--- src/rtl/dmem_arbiter.sv ---
// dmem_arbiter: two-master req/ack sequencer in front of a single-port data_memory.
// Build option DMEM_ARB_RR_EN selects round-robin tie-break; otherwise m0 always wins a tie.
module dmem_arbiter #(
    parameter int         DEPTH_WORDS = 32,
    parameter logic [2:0] IDLE_CTRL   = 3'b011
) (
    input  logic        clk,
    input  logic        rst,

    input  logic        m0_req,
    input  logic        m0_wr,
    input  logic [2:0]  m0_funct3,
    input  logic [31:0] m0_addr,
    input  logic [31:0] m0_wdata,
    output logic        m0_ack,
    output logic        m0_err,
    output logic [31:0] m0_rdata,

    input  logic        m1_req,
    input  logic        m1_wr,
    input  logic [2:0]  m1_funct3,
    input  logic [31:0] m1_addr,
    input  logic [31:0] m1_wdata,
    output logic        m1_ack,
    output logic        m1_err,
    output logic [31:0] m1_rdata,

    output logic [2:0]  mem_read_ctrl,
    output logic [2:0]  mem_write_ctrl,
    output logic [31:0] mem_addr,
    output logic [31:0] mem_wdata,
    input  logic [31:0] mem_rdata
);

    typedef enum logic [1:0] {
        S_IDLE   = 2'd0,
        S_ACCESS = 2'd1,
        S_RESP   = 2'd2
    } state_t;

    localparam logic [29:0] DEPTH_LIMIT = 30'(DEPTH_WORDS);

    state_t      state_q, state_d;
    logic        grant_q, grant_d;
    logic        wr_q, wr_d;
    logic [2:0]  funct3_q, funct3_d;
    logic [31:0] addr_q, addr_d;
    logic [31:0] wdata_q, wdata_d;
    logic        err_q, err_d;
    logic [31:0] rdata_q, rdata_d;
`ifdef DMEM_ARB_RR_EN
    logic        rr_last_q, rr_last_d;
`endif

    logic        sel_grant;
    logic        sel_wr;
    logic [2:0]  sel_funct3;
    logic [31:0] sel_addr;
    logic [31:0] sel_wdata;

    // A rejected access never reaches the memory, so all checks happen before ACCESS.
    function automatic logic access_err(input logic       wr,
                                        input logic [2:0] funct3,
                                        input logic [31:0] addr);
        logic bad_code;
        logic misaligned;
        logic out_of_range;
        if (wr) bad_code = !(funct3 inside {3'b000, 3'b001, 3'b010});
        else    bad_code = !(funct3 inside {3'b000, 3'b001, 3'b010, 3'b100, 3'b101});
        misaligned   = (funct3[1:0] == 2'b01 && addr[0]) ||
                       (funct3[1:0] == 2'b10 && addr[1:0] != 2'b00);
        out_of_range = addr[31:2] >= DEPTH_LIMIT;
        return bad_code || misaligned || out_of_range;
    endfunction

    // Grant selection: 0 = m0, 1 = m1. Only meaningful when some req is high.
    always_comb begin
`ifdef DMEM_ARB_RR_EN
        if (m0_req && m1_req) sel_grant = ~rr_last_q;
        else                  sel_grant = ~m0_req;
`else
        sel_grant = ~m0_req;
`endif
        sel_wr     = sel_grant ? m1_wr     : m0_wr;
        sel_funct3 = sel_grant ? m1_funct3 : m0_funct3;
        sel_addr   = sel_grant ? m1_addr   : m0_addr;
        sel_wdata  = sel_grant ? m1_wdata  : m0_wdata;
    end

    // NOTE: every variable gets a default before the case so no path leaves it unassigned (no latch).
    always_comb begin
        state_d  = state_q;
        grant_d  = grant_q;
        wr_d     = wr_q;
        funct3_d = funct3_q;
        addr_d   = addr_q;
        wdata_d  = wdata_q;
        err_d    = err_q;
        rdata_d  = rdata_q;
`ifdef DMEM_ARB_RR_EN
        rr_last_d = rr_last_q;
`endif
        case (state_q)
            S_IDLE: begin
                if (m0_req || m1_req) begin
                    grant_d  = sel_grant;
                    wr_d     = sel_wr;
                    funct3_d = sel_funct3;
                    addr_d   = sel_addr;
                    wdata_d  = sel_wdata;
                    err_d    = access_err(sel_wr, sel_funct3, sel_addr);
`ifdef DMEM_ARB_RR_EN
                    rr_last_d = sel_grant;
`endif
                    state_d  = S_ACCESS;
                end
            end
            S_ACCESS: begin
                rdata_d = (!err_q && !wr_q) ? mem_rdata : 32'h0;
                state_d = S_RESP;
            end
            S_RESP: begin
                state_d = S_IDLE;
            end
            default: begin
                state_d = S_IDLE;
            end
        endcase
    end

    // Memory controls decode from registered state, so an async reset idles them at once.
    always_comb begin
        mem_read_ctrl  = IDLE_CTRL;
        mem_write_ctrl = IDLE_CTRL;
        mem_addr       = 32'h0;
        mem_wdata      = 32'h0;
        if (state_q == S_ACCESS && !err_q) begin
            mem_addr  = addr_q;
            mem_wdata = wdata_q;
            if (wr_q) mem_write_ctrl = funct3_q;
            else      mem_read_ctrl  = funct3_q;
        end
    end

    always_comb begin
        m0_ack   = (state_q == S_RESP) && !grant_q;
        m1_ack   = (state_q == S_RESP) &&  grant_q;
        m0_err   = m0_ack && err_q;
        m1_err   = m1_ack && err_q;
        m0_rdata = m0_ack ? rdata_q : 32'h0;
        m1_rdata = m1_ack ? rdata_q : 32'h0;
    end

    // NOTE: state registers use non-blocking assignment so every flop samples pre-edge values.
    always_ff @(posedge clk or posedge rst) begin
        if (rst) begin
            state_q  <= S_IDLE;
            grant_q  <= 1'b0;
            wr_q     <= 1'b0;
            funct3_q <= 3'b000;
            addr_q   <= 32'h0;
            wdata_q  <= 32'h0;
            err_q    <= 1'b0;
            rdata_q  <= 32'h0;
`ifdef DMEM_ARB_RR_EN
            rr_last_q <= 1'b1;
`endif
        end else begin
            state_q  <= state_d;
            grant_q  <= grant_d;
            wr_q     <= wr_d;
            funct3_q <= funct3_d;
            addr_q   <= addr_d;
            wdata_q  <= wdata_d;
            err_q    <= err_d;
            rdata_q  <= rdata_d;
`ifdef DMEM_ARB_RR_EN
            rr_last_q <= rr_last_d;
`endif
        end
    end

endmodule

--- config.mk ---
export PLATFORM = sky130hd
export DESIGN_NAME = dmem_arbiter
export DESIGN_NICKNAME = d
export VERILOG_FILES = /design/src/rtl/dmem_arbiter.sv
export SDC_FILE = /design/constraint.sdc
export NUM_CORES = 1
export LEC_CHECK = 0
export ABC_AREA = 1
export CORE_AREA = 2 2 135 111
export CTS_BUF_LIST = sky130_fd_sc_hd__clkbuf_4
export CTS_CLUSTER_SIZE = 10
export DETAILED_ROUTE_END_ITERATION = 8
export DIE_AREA = 0 0 137 113
export PLACE_DENSITY = 0.85
export SLEW_MARGIN = 10
export SYNTH_ARGS = -nofsm -noshare
export SYNTH_HDL_FRONTEND = slang
export SYNTH_SLANG_ARGS = --single-unit
--- constraint.sdc ---
create_clock -name clk -period 8.73 [get_ports clk]
set_input_delay 1.3095 -clock clk [delete_from_list [all_inputs] [get_ports clk]]
set_output_delay 1.3095 -clock clk [all_outputs]
set_load 0.02 [all_outputs]
# [Word-level counts from Yosys, hierarchy flattened]
# Cells that the tools add are included.
[op_classes] order_cmp=1 n_eq_ne=9 n_mux=18 bitwise_logic=1 n_reduce_logical=23
[op_table] op="2-to-1 mux 32 bit" n=7
[op_table] op=">= comparator 30 x 6 -> 1 bit (second input constant)" n=1
[op_table] op="2-to-1 mux 3 bit" n=5
[op_table] op="logical AND 1 bit" n=8
[op_table] op="== test 3 bit (second input constant)" n=2
[op_table] op="logical NOT 1 bit" n=5
[op_table] op="nonzero test 5 bit" n=1
[op_table] op="== test 2 x 1 -> 1 bit (second input constant)" n=2
[op_table] op="== test 2 bit (second input constant)" n=2
[op_table] op="logical OR 1 bit" n=4
[op_table] op="2-to-1 mux 1 bit" n=4
[op_table] op="case mux 2 bit (2 select lines)" n=1
[op_table] op="== test 3 x 1 -> 1 bit (second input constant)" n=1
[op_table] op="== test 3 x 2 -> 1 bit (second input constant)" n=1
[op_table] op="logical NOT 3 bit" n=1
[op_table] op="nonzero test 3 bit" n=1
[op_table] op="logical NOT 2 bit" n=1
[op_table] op="2-to-1 mux 2 bit" n=1
[op_table] op="!= test 2 bit (second input constant)" n=1
[op_table] op="AND reduction 2 bit" n=1
[op_table] op="nonzero test 2 bit" n=1
[op_table] op="inverter 1 bit" n=1
[totals] ff_bits=104 input_bits=172 out_inout_bits=138 wordCells=60

# [Logic depth before layout (Yosys ltp)]
[logic_depth] word_depth=9 ltp_mapped=11

# [Worst setup path after synthesis]
# No wires, ideal clock.
[synth_timing] kind="reg2out" from="reg state_q[1]" to="out m1_rdata[10]" t_arrival_ns=1.708 t_required_ns=7.420 slack_ns=5.713 path_stages_with_launch=6 n_path_buf=1 cell_sequence="dfrtp_1 -> inv_1 -> nor3_1 -> inv_1 -> buf_2 -> nor2_1"
[synth_via] elab_chain_len=3
[synth_rtl] element="from (decl)" line="43" source="state_t state_q, state_d;"
[synth_rtl] element="from (signal assigned)" line="169" source="state_q <= state_d;"
[synth_rtl] element="== test 2 bit" line="147" source="m1_ack = (state_q == S_RESP) && grant_q;"
[synth_rtl] element="logical AND 1 bit" line="147"
[synth_rtl] element="net m1_ack" line="24" source="output logic m1_ack,"
[synth_rtl] element="2-to-1 mux 32 bit" line="151" source="m1_rdata = m1_ack ? rdata_q : 32'h0;"
[synth_rtl] element="to (decl)" line="26" source="output logic [31:0] m1_rdata,"
# The timed path passes the listed nets, and every way through them passes these cells.

# [Final worst setup path]
[layout_timing] from="reg state_q[0]" to="out mem_read_ctrl[0]"
[layout_via] elab_chain_len=3
[layout_rtl] element="== test 2 x 1 -> 1 bit" line="137" source="if (state_q == S_ACCESS && !err_q) begin"
[layout_rtl] element="logical AND 1 bit" line="137"
[layout_rtl] element="2-to-1 mux 3 bit" line="137"
[layout_rtl] element="to (decl)" line="28" source="output logic [2:0] mem_read_ctrl,"
# Every way passes these cells.

==> metrics.txt <==
outcome=complete, no violations; vias=approximately 6,000; Final Cycle Share=around half; fin util=a little over 60%; Pre-Repair DR Iteration Count=5; DR DRC count=0; largest net degree at the start of global routing=138; post-route insts no fill=~1,300; die height=between 100 and 150 um; drt initial violations=338; post-layout net count=between 1,000 and 1,500; Syn Std Cell Area=0.00556 mm^2; global route total overflow=0; YS warnings=0; Mapped Cells=810; critical path arrival=3.04 ns; Synth Area in XOR/XNOR=0%; commonest non-fill, non-tap cell in the layout=clkdlybuf4s50_1; r2r startpoint=state_q[0]$_DFFE_PP0P_; Clock Skew=roughly 0.012 ns; die area=between 0.015 and 0.02 mm^2; latest clock arrival within the worst-skew pair=roughly 0.48 ns; initial core utilization=about two fifths; Placer Congestion=~0.85; Worst Path Max Fanout=34; Fin. Hold Viols=0; vias in the first global route=approximately 5,700; post-synthesis mux area share=0%; CTS resizes=0; htree depth=3; first-pass GRT wire length=28,300 um; placed insts=about 1,300; worst reg2reg setup slack=between 6 and 7 ns; Max Cap Viol=0; Fill cells=~1,300; Hold Path Class=flip-flop to flip-flop; chip width=between 100 and 150 um; share of cells above drive strength 1=around 2.5%; Worst-Margin Slew=~1.2 ns; worst hold margin=0.513 ns; post-synthesis sequential area ratio=a little under half; post-synthesis register bit count=between 100 and 150; unrepaired setup endpoints after global routing=no; largest family of logic cells by synthesized area=simple AND/OR/NAND/NOR gates; Power per Cell Area=roughly 170 mW/mm^2; core area=~0.014 mm^2; clock sinks=about 100; count of final setup violators=0; Syn Nets=around 980; Setup crit end kind=output pin; clock slew at reported path FFs=around 0.15 ns; Post-CTS Setup Inserts=0; row count=39; most frequent cells in the layout=308 x clkdlybuf4s50_1, 235 x nand2_1, 189 x nor2_1; count of different cell masters after synthesis=21; final antenna-violating net count=0; Synth-to-Final Area Change=57.7%; CP Launch Type=flip-flop; fmax=about 230 MHz; initial antenna violation count=1; Critical Path Source=state_q[0]$_DFFE_PP0P_; VDD IR-drop max=~0.14 mV; Wirelength per Cell=between 10 and 15 um; CTS tree=built; adder-cell share of the synthesized area=0%; Pleak=between 3 and 4 nW; hold buffers post-CTS=0; Num CTS Buffers=9; Slew HR=about a fifth; Max Buffers Root-to-Sink=2; syn_area_per_cell=slightly below 7 um^2; fin. max-slew vios=0; # IOs=310; IO buf count=a little over 300; HP Start=addr_q[1]$_DFFE_PP0P_; vias per inst=about 4.7; setup_tns=0 ns; compound-cell area share of the yosys netlist=between 10% and 20%; fin crit period=4.35 ns; WP data required=between 7 and 8 ns; Total Wirelength=between 15,000 and 20,000 um; Clock Root Buffer=clkbuf_4; start-to-end type of the worst setup path=flip-flop to output pin; gr usage total=roughly a quarter; DP Wirelength=approximately 13,000 um; simple-gate portion of the synthesized area=30.2%
synth_stat cells:
cell,count,area share (%)
clkbuf_1,7,0.47
dfrtp_1,104,47
inv_1,113,7.6
o21ai_0,64,5.8
o21ai_1,4,0.36
or2_2,1,0.11
nand2_1,235,16
a31oi_1,37,4.2
nor3_1,4,0.36
nor2_4,2,0.41
nand3_1,3,0.27
nor2_1,189,13
buf_6,1,0.20
o21a_1,1,0.14
buf_4,11,1.5
nand3b_1,1,0.14
nand2_2,1,0.11
buf_1,1,0.067
nor3_2,1,0.18
buf_2,29,2.6
inv_2,1,0.067
cell type report:
type	instances	area [um^2]	share of cell area, %
Tap cell	184	230	2.63
Clock buffer	10	75.1	0.856
Clock inverter	6	42.5	0.485
Sequential cell	104	2600	29.7
Multi-Input combinational cell	543	2260	25.8
Inverter	114	430	4.91
Timing Repair Buffer	313	3120	35.6
Antenna cell	1	2.50	0.0285
flip-flops by register name, indices dropped and copies added (netlist names):
| name | count |
|---|---|
| state_q | 2 |
| funct3_q | 3 |
| addr_q | 32 |
| wdata_q | 32 |
| err_q | 1 |
| wr_q | 1 |
| grant_q | 1 |
| rdata_q | 32 |
per-stage QoR:
| stage | instance area [um^2] | total power (W) | worst slack [ns] |
|---|---|---|---|
| 6_report | 8770 | 0.00148 | 4.38 |
| 5_1_grt | 8770 | 0.00161 | 4.10 |
| 4_1_cts | 8760 | 0.00149 | 4.32 |
| 3_5_place_dp | 8650 | 0.00126 | 4.80 |
| 3_3_place_gp | 8650 | 0.00124 | 4.85 |
| 2_1_floorplan | 5560 | 0.00108 | 4.69 |
critical path: stages (launching register included):
cell	delay, ns
dfrtp_1	0.46
inv_1	0.10
nor2_4	0.54
nand2_2	0.15
nor2_4	0.61
nand2_1	0.11
clkdlybuf4s50_1	0.57
metal layers:
metal / up-vias / global-route usage, % / wire [um]
met2: 240 / 41.1 / 9000
li1: 2988 / - / -
met1: 2727 / 27.2 / 7090
met3: 28 / 7.71 / 1620
met4: 0 / 6.46 / 328
met5: - / 0 / 0
power by group:
group	switching [W]	internal (W)	leakage, nW
logic	0.000326	0.000204	2.54
registers	0.0000785	0.000641	1.29
clock network	0.000165	0.0000630	0.0648
kinds of logic after synthesis:
logic type,Yosys count
buffers and inverters,163
AO/OA/AOI/OAI,106
AND/OR/NAND/NOR,437
flip-flops,104
path summary, 6_finish.rpt:
kind	endpoint	depth (start not counted)
worst max-delay path	mem_read_ctrl[0]	6
worst min-delay path	addr_q[1]$_DFFE_PP0P_	2
worst max register to register	rdata_q[0]$_DFFE_PP0N_	6
worst min register to register	addr_q[1]$_DFFE_PP0P_	2
max in group asynchronous	wdata_q[27]$_DFFE_PP0P_	3
min in group asynchronous	rdata_q[23]$_DFFE_PP0N_	2
Power figures use the tool's default switching activity.
==> RTL edit, RTL diff (same flow settings) <==
Encoding of `state_t`: now one-hot (3 bits for 3 states).
--- a/src/rtl/dmem_arbiter.sv
+++ b/src/rtl/dmem_arbiter.sv
@@ -34,6 +34,6 @@
 
-    typedef enum logic [1:0] {
-        S_IDLE   = 2'd0,
-        S_ACCESS = 2'd1,
-        S_RESP   = 2'd2
+    typedef enum logic [2:0] {
+        S_IDLE   = 3'b001,
+        S_ACCESS = 3'b010,
+        S_RESP   = 3'b100
     } state_t;
Behaviour: same outputs for any inputs over 10 cycles, from zero or initial values and one cycle with rst high; not proved beyond that.
==> RTL edit against the unedited design <==
Die area did not move; setup slack improved by 0.40 ns; wire length fell by 2.7%; power grew 7.0%; sequential share of layout area shrank 0.25 points; area after synthesis is 1.9% higher; cell area is 1.9% higher; clock skew hardly changed; sequential cell count increased by 1; core utilization up 1.2 points; critical path type unchanged; largest cell class unchanged; highest routed layer unchanged.
==> RTL edit: results (changes against the unedited design) <==
| Metric | Value |
|---|---|
| Clock tree sinks | 105 (+0.96%) |
| CP Max Fanout | 33 (-2.9%) |
| Met3 WL | 1.63 mm (+0.56%) |
| Clkbuf count | 9 (-1) |
| Number of global-route vias before repair | 5,782 (+1.1%) |
| Initial DRC Count | 235 (-30%) |
| Crit path from | state_q[0]$_DFFE_PP1P_ |
| Reg2reg path depth | 9 (+3) |
| Global-route wire length before repair | 28.0 mm (-1.2%) |
| GPL Wtd Cong | 0.858 (+1.4%) |
| Min Clock Period, post-route | 3.95 ns (-0.400 ns) |
| Critical Path AT | 2.64 ns (-0.40 ns) |
| Sequential share of the synthesized area | 46.4% (-0.42 points) |
| Top area cells in the synthesized netlist | dfrtp_1 (46%), nand2_1 (13%), nor2_1 (13%) |
| Leak | 0.00393 uW (+0.84%) |
| Status | completed |
| Worst-Margin Slew | 0.981 ns (-0.222 ns) |
| Non-clock inverter total of the final layout | 113 (-0.88%) |
| Hold Path End | funct3_q[2]$_DFFE_PP0P_ |
| Util after Layout | 63.6% (+1.2 points) |
| # diodes | 0 (-1) |
| Comb_multi_in | 546 (+0.55%) |
| Peak VDD IR | 0.104 mV (-28%) |
| Met2 Track Usage GR | 39.4% (-1.7 points) |
| Total Nets Final | 1,263 (+0.48%) |
| Tot GR Track Use | 22.9% (-0.50 points) |
| Drt total wl | 17.6 mm (-2.7%) |
| Met1 wire length | 6.95 mm (-1.9%) |
| Cells after Synth | 816 (+0.74%) |
| Top layer in use | met4 |
| Via density | 4.73 (+0.79%) |
| Worst setup endpoint | m1_rdata[31] |
| Setup slack, reg-to-reg | 6.10 ns (-0.41 ns) |
| Dpl ws | 4.76 ns (-0.0401 ns) |
| Layout cells sized above 1 | 3.28% (+0.81 points) |
| Seq. cell area | 0.00263 mm^2 (+1.0%) |
| Number of antenna violations at the first check in global routing | 0 (-1) |
| Multi-input combinational area share | 26.0% (+0.21 points) |
| Buffer share of cell area | 35.2% (-0.41 points) |
| Post-DP Area | 0.00875 mm^2 (+1.3%) |
| Met3 GRT Util | 7.75% (+0.045 points) |
| Hold WS | 0.514 ns (+0.000469 ns) |
| RR Endpoint | err_q$_DFFE_PP0P_ |
| Fin Clk Skew | 0.0129 ns (+0.000440 ns) |
| Switching Fraction | 37.2% (-1.3 points) |
| Synth cell types | 23 (+9.5%) |
| Largest net degree at the start of global routing | 76 (-45%) |
| Fillers | 1,251 (-3.0%) |
| Hold wc startpoint | funct3_q[2]$_DFFE_PP0P_ |
| Clock latency on the worst-skew pair | 0.46 ns (-0.02 ns) |
| Non-clock buffers | 316 (+0.96%) |
| DR WL/cell | 13.7 um (-3.1%) |
| Clock-cell share of area | 1.98% (+0.63 points) |
| Met1 Track Usage GR | 26.6% (-0.62 points) |
| Post-synthesis net count | 988 (+0.61%) |
| Final HPWL DP | 13.0 mm (-2.5%) |
-- RTL edit: cell types whose count changed in the layout (fill, tap and decap cells not counted), moves of 3 or more --
cell / change
o21ai_1: +3
buf_4: +3
inv_1: -3
nand2_1: -41
nand3_1: +36
-- RTL edit: critical path, stage by stage, from the launching register on --
cell             delay (ns)
dfstp_2                0.60
nor2_1                 0.05
nand2_1                0.07
nor2_1                 0.05
inv_1                  0.69
nor2_1                 0.13
clkdlybuf4s50_1        0.58
-- RTL edit: cells by family (layout without fill, tap and decap cells) --
group                  Yosys count  in the layout  synth area share, %
flip-flops                     105            105                 46.4
buffers and inverters          165            445                 12.6
AND/OR/NAND/NOR                436            436                 30.4
AO/OA/AOI/OAI                  110            110                 10.5
-- RTL edit: power groups by stage --
stage          combinational [uW]  clock [uW]  sequential (uW)
2_1_floorplan                 398           0              725
6_report                      546         297              736
5_1_grt                       632         324              758
4_1_cts                       550         307              737
3_5_place_dp                  550           0              748
3_3_place_gp                  524           0              740
